<file path="config.mk">
export PLATFORM = sky130hd
export DESIGN_NAME = reaction_arena
export DESIGN_NICKNAME = d
export VERILOG_FILES = /design/src/rtl/reaction_arena.sv
export SDC_FILE = /design/constraint.sdc
export NUM_CORES = 1
export LEC_CHECK = 0
export BUFFER_PORTS_ARGS = -buffer_cell sky130_fd_sc_hd__buf_2
export CORE_MARGIN = 2
export CORE_UTILIZATION = 53
export DETAILED_ROUTE_END_ITERATION = 12
export GPL_TIMING_DRIVEN = 0
export PLACE_DENSITY = 0.8
export SLEW_MARGIN = 10
export SYNTH_ARGS = -nofsm -noshare
export SYNTH_HDL_FRONTEND = slang
export SYNTH_SLANG_ARGS = --single-unit
</file>
<file path="constraint.sdc">
create_clock -name i_clk_50m -period 7 [get_ports i_clk_50m]
set_clock_uncertainty 0.2 [all_clocks]
set_input_delay 1.4 -clock i_clk_50m [delete_from_list [all_inputs] [get_ports i_clk_50m]]
set_output_delay 1.4 -clock i_clk_50m [all_outputs]
set_load 0.005 [all_outputs]
</file>
<file path="src/rtl/reaction_arena.sv">
// reaction_arena: multi-player reaction timer.
// Each round waits a pseudo-random delay (WAIT), then counts ticks (GO) until
// every eligible player has pressed or the counter saturates. It reports
// per-player ticks, false starts, the winner and the session-best time.
// Ports:
//   i_clk_50m        clock (single domain)
//   i_rst            synchronous active-high reset
//   i_btn_n          raw active-low asynchronous buttons, one per player
//   i_start          single-cycle request to arm a round
//   o_state          000 IDLE, 001 ARM, 010 WAIT, 011 GO, 100 DONE
//   o_ticks          per-player result, player p at [p*TICK_W +: TICK_W]; all-ones = none
//   o_done           player has a valid result this round
//   o_false_start    player pressed during WAIT
//   o_winner         index of the first recorder
//   o_winner_valid   o_winner is meaningful
//   o_best           lowest valid tick value since reset
//   o_round_pulse    one-cycle pulse on DONE entry
//   o_dbg_rnd        current LFSR value
module reaction_arena #(
  parameter int unsigned N_PLAYERS   = 2,
  parameter int unsigned TICK_W      = 28,
  parameter int unsigned DEB_CYCLES  = 500000,
  parameter int unsigned DELAY_MIN   = 50000000,
  parameter int unsigned SPAN_W      = 10,
  parameter int unsigned DELAY_SHIFT = 16,
  localparam int unsigned WIN_W = (N_PLAYERS > 1) ? $clog2(N_PLAYERS) : 1
) (
  input  logic                          i_clk_50m,
  input  logic                          i_rst,
  input  logic [N_PLAYERS-1:0]          i_btn_n,
  input  logic                          i_start,
  output logic [2:0]                    o_state,
  output logic [N_PLAYERS*TICK_W-1:0]   o_ticks,
  output logic [N_PLAYERS-1:0]          o_done,
  output logic [N_PLAYERS-1:0]          o_false_start,
  output logic [WIN_W-1:0]              o_winner,
  output logic                          o_winner_valid,
  output logic [TICK_W-1:0]             o_best,
  output logic                          o_round_pulse,
  output logic [15:0]                   o_dbg_rnd
);

  localparam int unsigned CNT_W = (DEB_CYCLES > 1) ? $clog2(DEB_CYCLES) : 1;
  localparam logic [15:0] LFSR_SEED = 16'hACE1;
  localparam logic [15:0] LFSR_MASK = 16'hB400;
  localparam logic [TICK_W-1:0] TICK_MAX = '1;
  localparam longint unsigned MAX_DELAY =
    64'(DELAY_MIN) + (((64'(1) << SPAN_W) - 64'(1)) << DELAY_SHIFT);

  // Configuration sanity checks at elaboration.
  if (N_PLAYERS < 1 || N_PLAYERS > 8) begin : g_bad_players
    $error("reaction_arena: N_PLAYERS must be 1..8");
  end
  if (SPAN_W < 1 || SPAN_W > 16) begin : g_bad_span
    $error("reaction_arena: SPAN_W must be 1..16");
  end
  if (DEB_CYCLES < 1) begin : g_bad_deb
    $error("reaction_arena: DEB_CYCLES must be at least 1");
  end
  if (TICK_W < 64 && MAX_DELAY >= (64'(1) << TICK_W)) begin : g_delay_overflow
    $error("reaction_arena: maximum delay does not fit in TICK_W bits");
  end

  typedef enum logic [2:0] {
    S_IDLE = 3'b000,
    S_ARM  = 3'b001,
    S_WAIT = 3'b010,
    S_GO   = 3'b011,
    S_DONE = 3'b100
  } state_e;

  // ---------------- input path: sync, debounce, press detect ----------------
  logic [N_PLAYERS-1:0] sync1_q, sync2_q, level_q, level_d, level_dly_q, press_q;
  logic [CNT_W-1:0]     cnt_q [N_PLAYERS];
  logic [CNT_W-1:0]     cnt_d [N_PLAYERS];

  // Level flips once the synced value has disagreed for DEB_CYCLES cycles.
  always_comb begin
    level_d = level_q;
    for (int unsigned i = 0; i < N_PLAYERS; i++) begin
      cnt_d[i] = '0;
      if (sync2_q[i] != level_q[i]) begin
        if (cnt_q[i] == CNT_W'(DEB_CYCLES - 1)) level_d[i] = sync2_q[i];
        else                                   cnt_d[i]   = cnt_q[i] + CNT_W'(1);
      end
    end
  end

  always_ff @(posedge i_clk_50m) begin
    if (i_rst) begin
      sync1_q     <= '1;
      sync2_q     <= '1;
      level_q     <= '1;
      level_dly_q <= '1;
      press_q     <= '0;
      cnt_q       <= '{default: '0};
    end else begin
      sync1_q     <= i_btn_n;
      sync2_q     <= sync1_q;
      level_q     <= level_d;
      level_dly_q <= level_q;
      press_q     <= level_dly_q & ~level_q;
      cnt_q       <= cnt_d;
    end
  end

  // ---------------- round FSM and result registers ----------------
  state_e                      state_q, state_d;
  logic [15:0]                 lfsr_q, lfsr_d;
  logic [TICK_W-1:0]           delay_q, delay_d, tick_q, tick_d, best_q, best_d;
  logic [N_PLAYERS*TICK_W-1:0] ticks_q, ticks_d;
  logic [N_PLAYERS-1:0]        done_q, done_d, fs_q, fs_d, rec;
  logic [WIN_W-1:0]            winner_q, winner_d;
  logic                        win_valid_q, win_valid_d, pulse_q, pulse_d;
  logic                        enter_done, win_found, any_press;

  assign any_press = |press_q;

  always_comb begin
    state_d     = state_q;
    lfsr_d      = {1'b0, lfsr_q[15:1]} ^ (lfsr_q[0] ? LFSR_MASK : 16'h0000);
    delay_d     = delay_q;
    tick_d      = tick_q;
    ticks_d     = ticks_q;
    done_d      = done_q;
    fs_d        = fs_q;
    winner_d    = winner_q;
    win_valid_d = win_valid_q;
    best_d      = best_q;
    pulse_d     = 1'b0;
    rec         = '0;
    enter_done  = 1'b0;
    win_found   = 1'b0;

    case (state_q)
      S_IDLE, S_DONE: begin
        if (i_start || any_press) state_d = S_ARM;
      end
      S_ARM: begin
        ticks_d     = '1;
        done_d      = '0;
        fs_d        = '0;
        win_valid_d = 1'b0;
        // Hold off until every debounced button is released.
        if (&level_q) begin
          delay_d = TICK_W'(DELAY_MIN) + (TICK_W'(lfsr_q[SPAN_W-1:0]) << DELAY_SHIFT);
          state_d = S_WAIT;
        end
      end
      S_WAIT: begin
        fs_d = fs_q | press_q;
        if (delay_q != '0) delay_d = delay_q - TICK_W'(1);
        if (&fs_d) begin
          enter_done = 1'b1;
        end else if (delay_q <= TICK_W'(1)) begin
          state_d = S_GO;
          tick_d  = '0;
        end
      end
      S_GO: begin
        if (tick_q != TICK_MAX) tick_d = tick_q + TICK_W'(1);
        rec    = press_q & ~done_q & ~fs_q;
        done_d = done_q | rec;
        for (int unsigned p = 0; p < N_PLAYERS; p++) begin
          if (rec[p]) ticks_d[p*TICK_W +: TICK_W] = tick_q;
          // Lowest index wins among simultaneous first presses.
          if (rec[p] && !win_found && !win_valid_q) begin
            winner_d    = WIN_W'(p);
            win_valid_d = 1'b1;
            win_found   = 1'b1;
          end
        end
        // Finish once all eligible players were recorded on earlier edges, or on timeout.
        if ((&(done_q | fs_q)) || (tick_q == TICK_MAX)) enter_done = 1'b1;
      end
      default: state_d = S_IDLE;
    endcase

    if (enter_done) begin
      state_d = S_DONE;
      pulse_d = 1'b1;
      for (int unsigned p = 0; p < N_PLAYERS; p++) begin
        if (ticks_d[p*TICK_W +: TICK_W] < best_d) best_d = ticks_d[p*TICK_W +: TICK_W];
      end
    end
  end

  always_ff @(posedge i_clk_50m) begin
    if (i_rst) begin
      state_q     <= S_IDLE;
      lfsr_q      <= LFSR_SEED;
      delay_q     <= '0;
      tick_q      <= '0;
      ticks_q     <= '1;
      done_q      <= '0;
      fs_q        <= '0;
      winner_q    <= '0;
      win_valid_q <= 1'b0;
      best_q      <= '1;
      pulse_q     <= 1'b0;
    end else begin
      state_q     <= state_d;
      lfsr_q      <= lfsr_d;
      delay_q     <= delay_d;
      tick_q      <= tick_d;
      ticks_q     <= ticks_d;
      done_q      <= done_d;
      fs_q        <= fs_d;
      winner_q    <= winner_d;
      win_valid_q <= win_valid_d;
      best_q      <= best_d;
      pulse_q     <= pulse_d;
    end
  end

  assign o_state        = state_q;
  assign o_ticks        = ticks_q;
  assign o_done         = done_q;
  assign o_false_start  = fs_q;
  assign o_winner       = winner_q;
  assign o_winner_valid = win_valid_q;
  assign o_best         = best_q;
  assign o_round_pulse  = pulse_q;
  assign o_dbg_rnd      = lfsr_q;

endmodule

</file>
-- Word-level counts from Yosys, hierarchy flattened
Index checks and enable logic that the tools add are counted.
- logic and storage cells: 125
- output and inout bits: 110
- bits in registers: 214
- bitwise gates (word level): 13
- reductions and logical operators: 29
- eq/ne operators: 22
- mux-type cells: 33
- magnitude comparators: 3
- add/sub/neg operators: 5
- operators by type and width (operator ; count):
    28-bit two-way mux ; 10
    28-bit case mux with 2 select lines ; 2
    56-bit case mux with 2 select lines ; 1
    28-bit < comparator ; 2
    19-bit by 1-bit adder with 19-bit output (second input constant) ; 2
    19-bit == test (second input constant) ; 2
    28-bit by 1-bit adder with 28-bit output (second input constant) ; 1
    28-bit == test (second input constant) ; 1
    28-bit by 1-bit <= comparator with 1-bit output (second input constant) ; 1
    28-bit != test (second input constant) ; 1
    28-bit nonzero test ; 1
    28-bit by 1-bit subtractor with 28-bit output (second input constant) ; 1
    26-bit by 26-bit adder with 27-bit output (first input constant) ; 1
    16-bit two-way mux ; 1
    15-bit by 16-bit XOR with 16-bit output ; 1
    3-bit two-way mux ; 5
    3-bit != test (second input constant) ; 5
    2-bit != test (second input constant) ; 7
    2-bit AND reduction ; 7
    3-bit case mux with 4 select lines ; 1
    5-bit AND reduction ; 2
    1-bit two-way mux ; 9
    2-bit case mux with 2 select lines ; 2
    2-bit nonzero test ; 4
    17 further kinds ; 35

-- Longest topological paths before layout
- depth in word-level cells: 11
- depth in mapped cells: 29
- gate-level depth less buffers: 23

-- Least setup slack after synthesis
No wires, ideal clock.
- kind: register to register
- start point: register state_q[0] (netlist: o_state[0])
- end point: register best_q[10] (netlist: o_best[10])
- buffers on the path: 5
- cell stages (with the launch flop): 27
- slack: 0.868 ns
- data required time: 6.681 ns
- period minus slack after synthesis: 6.132 ns
- arrival time: 5.813 ns
- path through: dfxtp_1 > buf_2 > nor2b_1 > buf_4 > nand2_1 > clkbuf_1 > o22ai_1 > nand2_1 > o21ai_0 > inv_1 > ha_1 > nand4_1 > nor3_1 > a221o_1 > or3_1 > nor2_1 > clkbuf_1 > a21oi_1 > ha_1 > o21ai_0 > a2111oi_0 > nand4_1 > or4_4 > a211oi_4 > buf_2 > nand2_1 > o221a_2
- cells in the longest elaborated chain, start to end: 7
- elaborated cells between the ends (all ways): 10
- ends and longest elaborated chain (item ; RTL line ; source):
    from (decl) ; 108 ; state_e state_q, state_d;
    from (signal assigned) ; 202 ; state_q <= state_d;
    3-bit by 2-bit == test with 1-bit output / 3-bit by 1-bit == test with 1-bit output (equally long branches) ; 135 ; case (state_q)
    56-bit case mux with 2 select lines (*) ; 135 ;
    named net ticks_d[25] ; 111 ; logic [N_PLAYERS*TICK_W-1:0] ticks_q, ticks_d;
    28-bit < comparator ; 183 ; if (ticks_d[p*TICK_W +: TICK_W] < best_d) best_d = ticks_d[p*TICK_W +: TICK_W];
    28-bit two-way mux (*) ; 183 ;
    28-bit two-way mux (*) ; 179 ; if (enter_done) begin
    28-bit < comparator ; 183 ;
    28-bit two-way mux (*) ; 183 ;
    to (signal assigned) ; 211 ; best_q <= best_d;
    to (decl) ; 110 ; logic [TICK_W-1:0] delay_q, delay_d, tick_q, tick_d, best_q, best_d;
Mark *: on every way through the listed nets, which the timed path passes. The rest lies on a longest branch. The select of a mux whose other input is x is not followed.
A chain may end at the register's enable or synchronous reset.

-- Worst setup path in the final report
- start point: register state_q[0] (netlist: o_state[0])
- end point: register best_q[14] (netlist: o_best[14])
The elaborated chain is that of the path after synthesis.

==> qor.yml <==
power.density_nw_per_um2: 237
seqCellArea_sq_um: 4280
final_core_util_pct: 63.2
avgRoutedWirePerCell_um: 17.8
fp.coreArea_sq_um: 20200
gp_congestion: 0.958
antenna_found_initial: 1
whs_ps: 212
area_delta_synth_final_pct: 17.2
synthArstFlopShare_pct: 0
port-buffer-count: 114
maxCapViolCount: 0
timing.critical_path.required_ps: 7260
gr-total-overflow: 0
layout_commonest_cell: "dfxtp_1"
p_leak_nw: 5.15
die_x_um: 147
slew_viol_final: 0
die_h_um: 147
ios: 115
multi_input_area_sq_um: 6060
seq_area_frac_synth_pct: 39.4
path_clk_slew_ps: 60
r2r_slack_ps: 380
cp-startpoint: "o_state[0]"
hold_viol: 0
grt_pass1_vias: 9681
synth.avg_cell_area_sq_um: 8.35
nets: 1514
htree_levels: 1
hpwl_mm: 23.0
syn-num-nets: 1368
power_w: 0.00303
crit_family: "simple AND/OR/NAND/NOR gates"
run_status: "completed"
rows: 52
synth_area_sq_um: 10900
period_needed_ps: 6620
slowest_delay_ps: 460
initial_core_util_pct: 54.0
remaining_drc_errors: 0
endpoint: "o_best[14]"
fin_crit_sh_pct: 94.6
root_buffer: "clkbuf_16"
rsz0062_at_grt: "false"
tritoncts: "done"
worstSetupStartpointType: "flip-flop"
maxSlewHeadroom_pct: 37.0
arrival_ps: 6880
die_area_sq_um: 21700
drive_above_1_share_pct: 20.3
cp.depth: 28
fmax_ghz: 0.151
diodes: 0
layout_common_cells: "214 x dfxtp_1, 158 x nor2_1, 149 x nand2_1"
path_class: "reg -> reg"
cp-end-kind: "flip-flop"
ys_ff_latch: 214
cp.buffers_inverters: 7
totalWireLength_mm: 30.9
cp_max_fo: 10
ant_nets: 0
dr.pass1.iters: 5
grt_pass1_wl_mm: 49.1
insertion_delay_ps: 520
synth_edf_count: 0
cp_slowest_cell: "nor4_4"
hold_class: "reg -> reg"
via_per_inst: 5.76
synth_cells: 1303
clockBufferDepth: 3
grt_max_degree: 14
grt_usage_pct: 27.9
nFillCells: 1734
rr_worst_depth: 28
yosysWarnings: 0
synth.distinct_cells: 71
synth_ff_type: "dfxtp_1"
numCtsBuffers: 24
drtIter0Drc: 740
clkSinkCount: 214
max-vdd-ir-drop_mv: 0.179
tightest_slew_ps: 942
cts_hold_buffers: 0
setup_violations: 0
r2r_start: "o_state[0]"
r2r_end: "o_best[14]"
vias: 9993
flip-flops by register name (all words and copies together) (netlist names), 3 cells and up:
register and cells:
delay_q 28, o_dbg_rnd 16, tick_q 28, o_best 28
cnt_q 38, o_state 3, o_ticks 56
worst register-to-register path: cells and delay by family, from the launching register on:
family | cells | cell delay [ps]
buffers and inverters | 7 | 1360
AND/OR/NAND/NOR | 12 | 2480
AO/OA/AOI/OAI | 7 | 1560
adder cells (fa/ha/maj) | 2 | 640
flip-flops | 1 | 360
cell usage after synthesis, drive strengths merged, types with 27 or more instances:
cell,number,area share [%]
o21ai,56,2.6
or2,47,2.7
inv,69,2.4
dfxtp,214,39
o22a,27,2.2
nor2,163,5.7
nand2,151,5.2
nand3,38,1.7
o22ai,32,1.8
clkbuf,40,1.4
o221a,27,2.8
ha,60,6.9
xor2,51,4.1
xnor2,31,2.5
buf,32,1.9
nand4,27,1.6
a21oi,68,3.1
where the power goes:
group / switching (W) / internal, W
Sequential: 0.0000483 / 0.00126
Clock: 0.000506 / 0.000802
Combinational: 0.000255 / 0.000150
Total: 0.000810 / 0.00222
per-stage QoR:
| step | worst slack (ps) | cells | cell area, sq um | TNS [ps] |
|---|---|---|---|---|
| after CTS | 18.3 | 1730 | 12700 | 0 |
| after detailed placement | -1130 | 1687 | 11800 | -28780 |
| after global routing | 9.76 | 1736 | 12800 | 0 |
| after global placement | -1080 | 1687 | 11800 | -27550 |
| after floorplan | 868 | 1303 | 10900 | 0 |
| final | 378 | 1736 | 12800 | 0 |
layer usage:
metal  vias to the layer above  share of wire [%]  global-route usage (%)
met2                       369                 47                    47.5
met1                      4695                 42                    35.6
met5                         -                  0                       0
met3                        86                7.5                    4.88
met4                         0                3.6                    10.3
li1                       4843                  -                       -
final cells by class:
| class | instances | area share (%) |
|---|---|---|
| Clock buffer | 32 | 5.43 |
| Clock inverter | 11 | 1.04 |
| Inverter | 69 | 2.03 |
| Tap cell | 270 | 2.65 |
| Buffer | 72 | 2.93 |
| Timing Repair Buffer | 119 | 4.77 |
| Multi-Input combinational cell | 949 | 47.6 |
| Sequential cell | 214 | 33.6 |
how the worst min path moves through the flow:
stage                               from         end  slack [ps]  depth (start not counted)
after global routing      level_dly_q[1]  press_q[1]         250                          2
after global placement        sync1_q[0]  sync2_q[0]         190                          1
after detailed placement  level_dly_q[1]  press_q[1]         200                          2
final                     level_dly_q[1]  press_q[1]         210                          2
after floorplan               sync1_q[0]  sync2_q[0]         190                          1
after CTS                 level_dly_q[1]  press_q[1]         210                          2
cells by family after synthesis:
kind of cell             after synthesis  synth area share, %
AO/OA/AOI/OAI                        267                 17.3
XOR/XNOR                              82                 6.60
adder cells (fa/ha/maj)               60                 6.90
buffers and inverters                141                 5.63
flip-flops                           214                 39.4
multiplexers                           4                0.379
AND/OR/NAND/NOR                      535                 23.8
timing repair:
action / CTS / global route
cloned: 0 / 1
buffers inserted: 0 / 5
pin swaps: 0 / 5
setup endpoints to repair: 28 / 28
hold endpoints to repair: 0 / 0
gates resized for setup: 17 / 19
Power figures use the tool's default switching activity.
